## src/rtl/mdu_pkg.sv

```systemverilog
// Shared types for the multiply/divide unit.
// Op encoding and FSM states used by the sequencer and step datapath.
package mdu_pkg;

  localparam int MDU_ITER = 32;

  typedef enum logic [1:0] {
    MULT  = 2'd0,
    MULTU = 2'd1,
    DIV   = 2'd2,
    DIVU  = 2'd3
  } mdu_op_t;

  typedef enum logic [1:0] {
    IDLE = 2'd0,
    CALC = 2'd1,
    FIX  = 2'd2,
    DONE = 2'd3
  } mdu_state_t;

  function automatic logic op_is_div(mdu_op_t o);
    return o[1];
  endfunction

  function automatic logic op_is_signed(mdu_op_t o);
    return !o[0];
  endfunction

endpackage

```

## src/rtl/mdu_step.sv

```systemverilog
// One iteration of shift-add multiply or restoring divide.
// The quotient bit is returned separately; the caller inserts it.
import mdu_pkg::*;

module mdu_step #(
  parameter int WIDTH = MDU_ITER
) (
  input  logic               is_div,
  input  logic [2*WIDTH-1:0] acc,
  input  logic [WIDTH-1:0]   opnd,
  output logic [2*WIDTH-1:0] acc_nxt,
  output logic               q_bit
);

  logic [WIDTH:0]   sum;
  logic [WIDTH:0]   shl;
  logic [WIDTH-1:0] diff;

  always_comb begin
    sum   = {1'b0, acc[2*WIDTH-1:WIDTH]}
          + (acc[0] ? {1'b0, opnd} : {(WIDTH+1){1'b0}});
    shl   = acc[2*WIDTH-1:WIDTH-1];
    // remainder after a successful subtract always fits in WIDTH bits
    diff  = shl[WIDTH-1:0] - opnd;
    q_bit = 1'b0;
    if (is_div) begin
      q_bit   = (shl >= {1'b0, opnd});
      acc_nxt = {q_bit ? diff : shl[WIDTH-1:0],
                 acc[WIDTH-2:0], 1'b0};
    end else begin
      acc_nxt = {sum, acc[WIDTH-1:1]};
    end
  end

endmodule

```

## src/rtl/mult_div_sequencer.sv

```systemverilog
// Multi-cycle MULT/MULTU/DIV/DIVU unit with HI/LO registers.
// Operates on magnitudes; signs are reapplied in FIX.
import mdu_pkg::*;

module mult_div_sequencer #(
  parameter int WIDTH = MDU_ITER
) (
  input  logic             Clk,
  input  logic             Reset,
  input  logic             start,
  input  logic [1:0]       op,
  input  logic [WIDTH-1:0] a_in,
  input  logic [WIDTH-1:0] b_in,
  input  logic             mt_hi,
  input  logic             mt_lo,
  input  logic [WIDTH-1:0] mt_data,
  output logic             busy,
  output logic             done,
  output logic             div_zero,
  output logic [WIDTH-1:0] hi,
  output logic [WIDTH-1:0] lo
);

  localparam int CW = $clog2(WIDTH);
  localparam logic [CW-1:0] LAST = CW'(WIDTH-1);

  mdu_state_t       state, nxt;
  mdu_op_t          op_q, op_c;
  logic [CW-1:0]    cnt;
  logic             sa_q, sb_q;
  logic [2*WIDTH-1:0] acc_q, step_acc;
  logic [WIDTH-1:0] opnd_q;
  logic             step_q;

  logic             a_neg, b_neg, div0;
  logic [WIDTH-1:0] mag_a, mag_b;
  logic [2*WIDTH-1:0] prod;
  logic [WIDTH-1:0] quo, rem;

  mdu_step #(.WIDTH(WIDTH)) u_step (
    .is_div  (op_is_div(op_q)),
    .acc     (acc_q),
    .opnd    (opnd_q),
    .acc_nxt (step_acc),
    .q_bit   (step_q)
  );

  always_comb begin
    op_c  = mdu_op_t'(op);
    a_neg = op_is_signed(op_c) & a_in[WIDTH-1];
    b_neg = op_is_signed(op_c) & b_in[WIDTH-1];
    mag_a = a_neg ? -a_in : a_in;
    mag_b = b_neg ? -b_in : b_in;
    div0  = op_is_div(op_c) && (b_in == '0);
    prod  = (sa_q ^ sb_q) ? -acc_q : acc_q;
    quo   = (sa_q ^ sb_q) ? -acc_q[WIDTH-1:0] : acc_q[WIDTH-1:0];
    rem   = sa_q ? -acc_q[2*WIDTH-1:WIDTH] : acc_q[2*WIDTH-1:WIDTH];
  end

  always_comb begin
    nxt  = state;
    busy = (state == CALC) || (state == FIX);
    done = (state == DONE);
    unique case (state)
      IDLE:    if (start) nxt = div0 ? DONE : CALC;
      CALC:    if (cnt == LAST) nxt = FIX;
      FIX:     nxt = DONE;
      DONE:    nxt = IDLE;
      default: nxt = IDLE;
    endcase
  end

  always_ff @(posedge Clk) begin
    if (Reset) begin
      state    <= IDLE;
      op_q     <= MULT;
      cnt      <= '0;
      sa_q     <= 1'b0;
      sb_q     <= 1'b0;
      acc_q    <= '0;
      opnd_q   <= '0;
      div_zero <= 1'b0;
      hi       <= '0;
      lo       <= '0;
    end else begin
      state <= nxt;
      unique case (state)
        IDLE: begin
          if (start) begin
            op_q     <= op_c;
            sa_q     <= a_neg;
            sb_q     <= b_neg;
            acc_q    <= {{WIDTH{1'b0}}, mag_a};
            opnd_q   <= mag_b;
            cnt      <= '0;
            div_zero <= div0;
          end else begin
            if (mt_hi) hi <= mt_data;
            if (mt_lo) lo <= mt_data;
          end
        end
        CALC: begin
          acc_q <= step_acc | {{(2*WIDTH-1){1'b0}}, step_q};
          cnt   <= cnt + 1'b1;
        end
        FIX: begin
          if (op_is_div(op_q)) begin
            hi <= op_is_signed(op_q) ? rem : acc_q[2*WIDTH-1:WIDTH];
            lo <= op_is_signed(op_q) ? quo : acc_q[WIDTH-1:0];
          end else begin
            hi <= prod[2*WIDTH-1:WIDTH];
            lo <= prod[WIDTH-1:0];
          end
        end
        default: ;
      endcase
    end
  end

endmodule

```

## config.mk

```make
export PLATFORM = sky130hd
export DESIGN_NAME = mult_div_sequencer
export DESIGN_NICKNAME = d
export VERILOG_FILES = /design/src/rtl/mdu_pkg.sv /design/src/rtl/mdu_step.sv /design/src/rtl/mult_div_sequencer.sv
export SDC_FILE = /design/constraint.sdc
export NUM_CORES = 1
export LEC_CHECK = 0
export ABC_CLOCK_PERIOD_IN_PS = 4400
export CAP_MARGIN = 10
export CORE_AREA = 3 3 125 218
export DETAILED_ROUTE_END_ITERATION = 8
export DIE_AREA = 0 0 128 221
export PLACE_DENSITY = 0.86
export SLEW_MARGIN = 40
export SYNTH_ARGS = -nofsm -noshare
export SYNTH_HDL_FRONTEND = slang
export SYNTH_HIERARCHICAL = 1
export SYNTH_SLANG_ARGS = --single-unit
```

## constraint.sdc

```tcl
create_clock -name Clk -period 4.4 [get_ports Clk]
set_input_delay 0.88 -clock Clk [delete_from_list [all_inputs] [get_ports Clk]]
set_output_delay 0.88 -clock Clk [all_outputs]
set_load 0.05 [all_outputs]
```

Yosys cells after proc, flatten, opt, wreduce, memory -nomap -nowiden. Index checks and enable logic that the tools add are counted.

Register bits after elaboration: 172. Latch bits: 0. Bits in writable memories: 0. Memory bits (read-only): 0. Input port bits: 103. Output and inout port bits: 67. Logic and storage cells: 71. Memories kept: 0.

$add $sub $neg: 8. Multiply operators: 0. Div/mod/pow operators: 0. Order comparisons: 1. Equal/unequal tests: 9. Shift operators: 0. Multiplexer cells: 27. Bitwise gates (word level): 4. Reductions and logical operators: 12.

Operators with widths (number): 32-bit 2-to-1 mux (14); 64-bit 2-to-1 mux (3); 32-bit negation (4); 32-bit case mux with 2 select lines (2); 64-bit case mux with 2 select lines (1); 64-bit negation (1); 64-bit by 1-bit bitwise OR with 64-bit output (1); 32-bit by 33-bit adder with 33-bit output (1); 33-bit by 32-bit greater-or-equal comparator with 1-bit output (1); 32-bit zero test (1); 32-bit subtractor (1); 5-bit case mux with 2 select lines (1); 2-bit != test (second input constant) (4); 2-bit case mux with 4 select lines (1); 2-bit 2-to-1 mux (3); 2-bit AND reduction (3); 3-bit AND reduction (2); 5-bit by 1-bit adder with 5-bit output (second input constant) (1); 5-bit equality test (second input constant) (1); 5-bit 2-to-1 mux (1); 2-bit equality test (second input constant) (2); 2-bit nonzero test (2); 1-bit AND (2); 2-bit by 1-bit equality test with 1-bit output (second input constant) (1); other kinds (7) (7).

Longest topological paths before layout.
Depth in word-level cells: 5. Gate-level depth with buffers: 15. Depth with buffers taken out: 15.

Modules after synthesis. Netlist, hierarchy kept.

Modules (own cells, without submodules): mult_div_sequencer (instances 1, cells an instance 1298, area each 10034.6 µm², sequential area each 3443.3 µm²); mdu_step (instances 1, cells an instance 680, area each 4729.5 µm², sequential area each 0.0 µm²).

Worst setup path before layout. Ideal clock, no wire load.

Kind: flip-flop to flip-flop. Start point: register acc_q[0]. End point: register acc_q[61]. Library setup time: 128 ps. Arrival time: 3276 ps. Data required time: 4272 ps. Slack: 996 ps. Stages on the path, launching flop included: 16. Buffers on the path: 2. Period minus slack after synthesis: 3404 ps. Path through: dfxtp_1 clkbuf_1 and2_1 ha_1 clkbuf_1 a21o_1 a311o_1 a221o_1 o2bb2ai_1 or2_1 o41a_1 a31o_1 xnor2_1 mux2i_1 a22oi_1 nor2_1.

Word-level cells in the longest chain between the ends: 5.

RTL lines: start, declared (RTL line mult_div_sequencer.sv:31) `logic [2*WIDTH-1:0] acc_q, step_acc;`; start signal, assigned (RTL line mult_div_sequencer.sv:93) `acc_q <= {{WIDTH{1'b0}}, mag_a};`; start signal, assigned (RTL line mult_div_sequencer.sv:103) `acc_q <= step_acc | {{(2*WIDTH-1){1'b0}}, step_q};`; 32-bit 2-to-1 mux (RTL line mdu_step.sv:21) `+ (acc[0] ? {1'b0, opnd} : {(WIDTH+1){1'b0}});`; 32-bit by 33-bit adder with 33-bit output (RTL line mdu_step.sv:21); 64-bit 2-to-1 mux (RTL line mdu_step.sv:26) `if (is_div) begin`; named net step_acc[61] (RTL line mult_div_sequencer.sv:31); 64-bit by 1-bit bitwise OR with 64-bit output (RTL line mult_div_sequencer.sv:103); 64-bit case mux with 2 select lines (RTL line mult_div_sequencer.sv:87) `unique case (state)`.

The timed path passes the listed nets, and every way through them passes these cells. A chain may end at the register's enable or synchronous reset.

Worst setup path in the final report.
Start point: register acc_q[47]. End point: register acc_q[63].

Word-level cells in the longest chain between the ends: 5. Elaborated cells between the ends (all ways): 7. Those cells by class: add/sub (2); order compare (1); mux (3); bitwise (1).

RTL lines: 32-bit subtractor or 33-bit by 32-bit greater-or-equal comparator with 1-bit output (tied branches) (RTL line mdu_step.sv:24, mdu_step.sv:27); 32-bit 2-to-1 mux (RTL line mdu_step.sv:28) `acc_nxt = {q_bit ? diff : shl[WIDTH-1:0],`; 64-bit 2-to-1 mux (*) (RTL line mdu_step.sv:26); named net step_acc[63] (RTL line mult_div_sequencer.sv:31); 64-bit by 1-bit bitwise OR with 64-bit output (*) (RTL line mult_div_sequencer.sv:103); 64-bit case mux with 2 select lines (*) (RTL line mult_div_sequencer.sv:87).

The timed path passes the listed nets; every way through them passes the cells marked *.

==> results.ini <==
[synth]
synth.top_cells.by_count = sky130_fd_sc_hd__nor2_1, sky130_fd_sc_hd__a21oi_1, sky130_fd_sc_hd__dfxtp_1
synthCells = 1978
summed_instance_area_of_the_synthesized_netlist_um2 = 14800
synthMostInstantiatedCell = sky130_fd_sc_hd__nor2_1
yosysWarningCount = 6
netlist.area_leader.share_pct = 23.3
synth_area_per_cell_um2 = 7.46
synth_area_leader_cell = sky130_fd_sc_hd__dfxtp_1
ys_seq_area_share_pct = 23.3
number_of_enable_flip_flop_cells_after_synthesis = 0
synth_nets = 2157
ys_async_sr_fraction_pct = 0
ys_ff_latch = 172
ys_dominant_reg_cell = sky130_fd_sc_hd__dfxtp_1
ys_top_cells_by_area = sky130_fd_sc_hd__dfxtp_1, sky130_fd_sc_hd__ha_1, sky130_fd_sc_hd__a21oi_1
unique_masters_post_synth = 89

[timing]
hold_slack_ns = 0.460
setup_tns_ns = 0
rsz0062_at_grt = no
final_number_of_setup_violating_endpoints = 0
number_of_slew_limit_violations_in_the_final_report = 0
worst_pin_slew_ns = 0.829
period_utilisation_layout_pct = 92.0
slew_headroom_pct = 44.3
finClkSkew_ns = 0.0101
fmax_mhz = 247
postLayoutSetupSlackWorst_ns = 0.350
min_cycle_time_layout_ns = 4.05
finalHoldViolCount = 0

[place]
place_worst_setup_slack_ns = 0.575
weighted_congestion_at_the_end_of_routability_driven_global_placement = 1.02
placed_cell_area_um2 = 16900
post-dp-hpwl_mm = 45.3
placed_cell_count = 2408
count_of_buffers_inserted_at_the_top_level_ports = 169

[status]
run_status = completed

[clocking]
cts_inserted_buffers = 17
clock_insertion_delay_worst_skew_ns = 0.46
postCtsSetupBuffers = 0
cts.repair.resized = 0
clock-sinks = 172
cts_root_buf = sky130_fd_sc_hd__clkbuf_16
tritoncts = yes
clk_pin_slew_ns = 0.07
cts_htree_levels = 4
clock_tree.buffer_depth = 2
ctsHoldBuffers = 0

[job]
max-cap-violations = 0

[cells_and_area]
finalInstanceArea_um2 = 17500
final_layout_size_suffix_gt1_share_pct = 8.03
final_core_util_pct = 67.9
fin_cells = 2440
net_count_final = 2286
final.fill_count = 2230
area_growth_syn_to_layout_pct = 18.5

[min_path]
min_path_cells = 2
hold_path_class = flop to flop

[critical_path]
cp_cell_sequence = ha_1 > a21oi_1 > o21ai_0 > nor3b_1 > o211ai_1 > a2111oi_1 > o31ai_1 > xnor2_1 > a221oi_1 > a22oi_1 > nor2_1
critical_path_buf_inv_count = 0
cp_slowest_cell = sky130_fd_sc_hd__a2111oi_1
critical_path.top_delay_family = compound AO/OA/AOI/OAI gates
timing.critical_path.to_type = flop
critical_path.startpoint_type = flop
worst-setup-path-type = flop to flop
cp_data_arrival_time_ns = 4.37
cp.required_ns = 4.72
max_stage_delay_ns = 0.75
number_of_cells_on_the_critical_path = 11
critPathMaxFanout = 9
worst_r2r_path_depth = 11

[power]
pwr-share-seq_pct = 24.7
power.share.switching_pct = 50.9
worst_ir_drop_vdd_uv = 497
pwr_density_cell_nw_per_um2 = 574
clkPwrFrac_pct = 15.9
intPower_mw = 4.93
total_power_mw = 10.0
power.net_switching_mw = 5.11
power_frac_comb_pct = 59.3
power.leakage_nw = 6.91

[drt]
drt_iter0_markers = 1540
avgViaCountPerCell = 6.74
via_count = 16400
routed_wire_length_per_instance_um = 24.4
drcViolationCount = 0
drt.antenna.violating_nets = 0
totalWireLength_mm = 59.6
drtPass1Iterations = 6

[global_route]
initial_antenna_violation_count = 3
groute.usage.overall_pct = 41.2
gr-total-overflow = 0
first_global_vias = 16000
grt_max_degree = 82
global_route_wire_length_before_repair_mm = 90.2

[die]
dieWidth_um = 128
design.core.area_um2 = 25800
dieHeight_um = 221
std_cell_rows = 78
pin_count = 170
floorplan.die_area_um2 = 28300
initial_core_util_pct = 57.3

placed cells by master, fill, tap and decap left out, types with 34 or more instances in the layout:
master                            Yosys  routed
sky130_fd_sc_hd__ha_1                74      73
sky130_fd_sc_hd__mux2i_1             37      36
sky130_fd_sc_hd__dfxtp_1            172     171
sky130_fd_sc_hd__nand3_1             36      36
sky130_fd_sc_hd__and2_1              39      38
sky130_fd_sc_hd__a21oi_1            172     170
sky130_fd_sc_hd__buf_4                3      63
sky130_fd_sc_hd__nor3_1              50      49
sky130_fd_sc_hd__nand2_1            166     166
sky130_fd_sc_hd__xor2_1              68      68
sky130_fd_sc_hd__a31oi_1             45      45
sky130_fd_sc_hd__a22oi_1             36      36
sky130_fd_sc_hd__a211oi_1            36      36
sky130_fd_sc_hd__clkdlybuf4s50_1      0     168
sky130_fd_sc_hd__inv_1               80      80
sky130_fd_sc_hd__xnor2_1             94      93
sky130_fd_sc_hd__nor2_1             208     207
sky130_fd_sc_hd__o21ai_0            113     111
sky130_fd_sc_hd__a21o_1              34      34
per-layer routing:
layer | global-route usage (%) | part of all wire, %
met2 | 71.3 | 50
met5 | 0 | 0.015
met4 | 38.6 | 12
met3 | 8.65 | 6.5
met1 | 39.4 | 32
path summary, 6_finish.rpt:
| kind | to | from | slack, ns |
|---|---|---|---|
| max | acc_q[63] | acc_q[47] | 0.35 |
| min | lo[13] | lo[13] | 0.46 |
| max reg2reg | acc_q[63] | acc_q[47] | 0.35 |
| min reg2reg | lo[13] | lo[13] | 0.46 |
cell type report:
type                            count  area (µm²)  share of cell area [%]
Inverter                           82         308                    1.76
Antenna cell                        2        5.00                  0.0286
Clock inverter                      9         140                   0.801
Timing Repair Buffer              235        2230                    12.8
Tap cell                          320         400                    2.29
Sequential cell                   172        3450                    19.7
Clock buffer                       21         450                    2.57
Multi-Input combinational cell   1599       10500                    60.1
registers in the layout, indices dropped and copies added, names as in the netlist:
register,cells
op_q,2
div_zero,1
lo,32
cnt,5
acc_q,64
sb_q,1
hi,32
sa_q,1
opnd_q,32
state,2
power by group through the flow:
stage          Clock, mW  Sequential, mW  Combinational (mW)
2_1_floorplan          0            2.76                3.50
3_3_place_gp           0            2.47                5.68
3_5_place_dp           0            2.48                5.77
4_1_cts             1.61            2.44                5.82
5_1_grt             1.67            2.51                6.33
6_report            1.60            2.49                5.96
kinds of logic after synthesis:
group,synth area share [%]
flip-flops,23.3
adder cells (fa/ha/maj),6.54
AO/OA/AOI/OAI,27.3
multiplexers,5.05
AND/OR/NAND/NOR,22.3
XOR/XNOR,9.61
buffers and inverters,5.94
tightest hold or removal path, stage by stage, from the launching register on:
cell and delay (ns):
sky130_fd_sc_hd__dfxtp_1 0.31, sky130_fd_sc_hd__nand2_1 0.05, sky130_fd_sc_hd__a21oi_1 0.05
(Power assumes the default switching activity.)
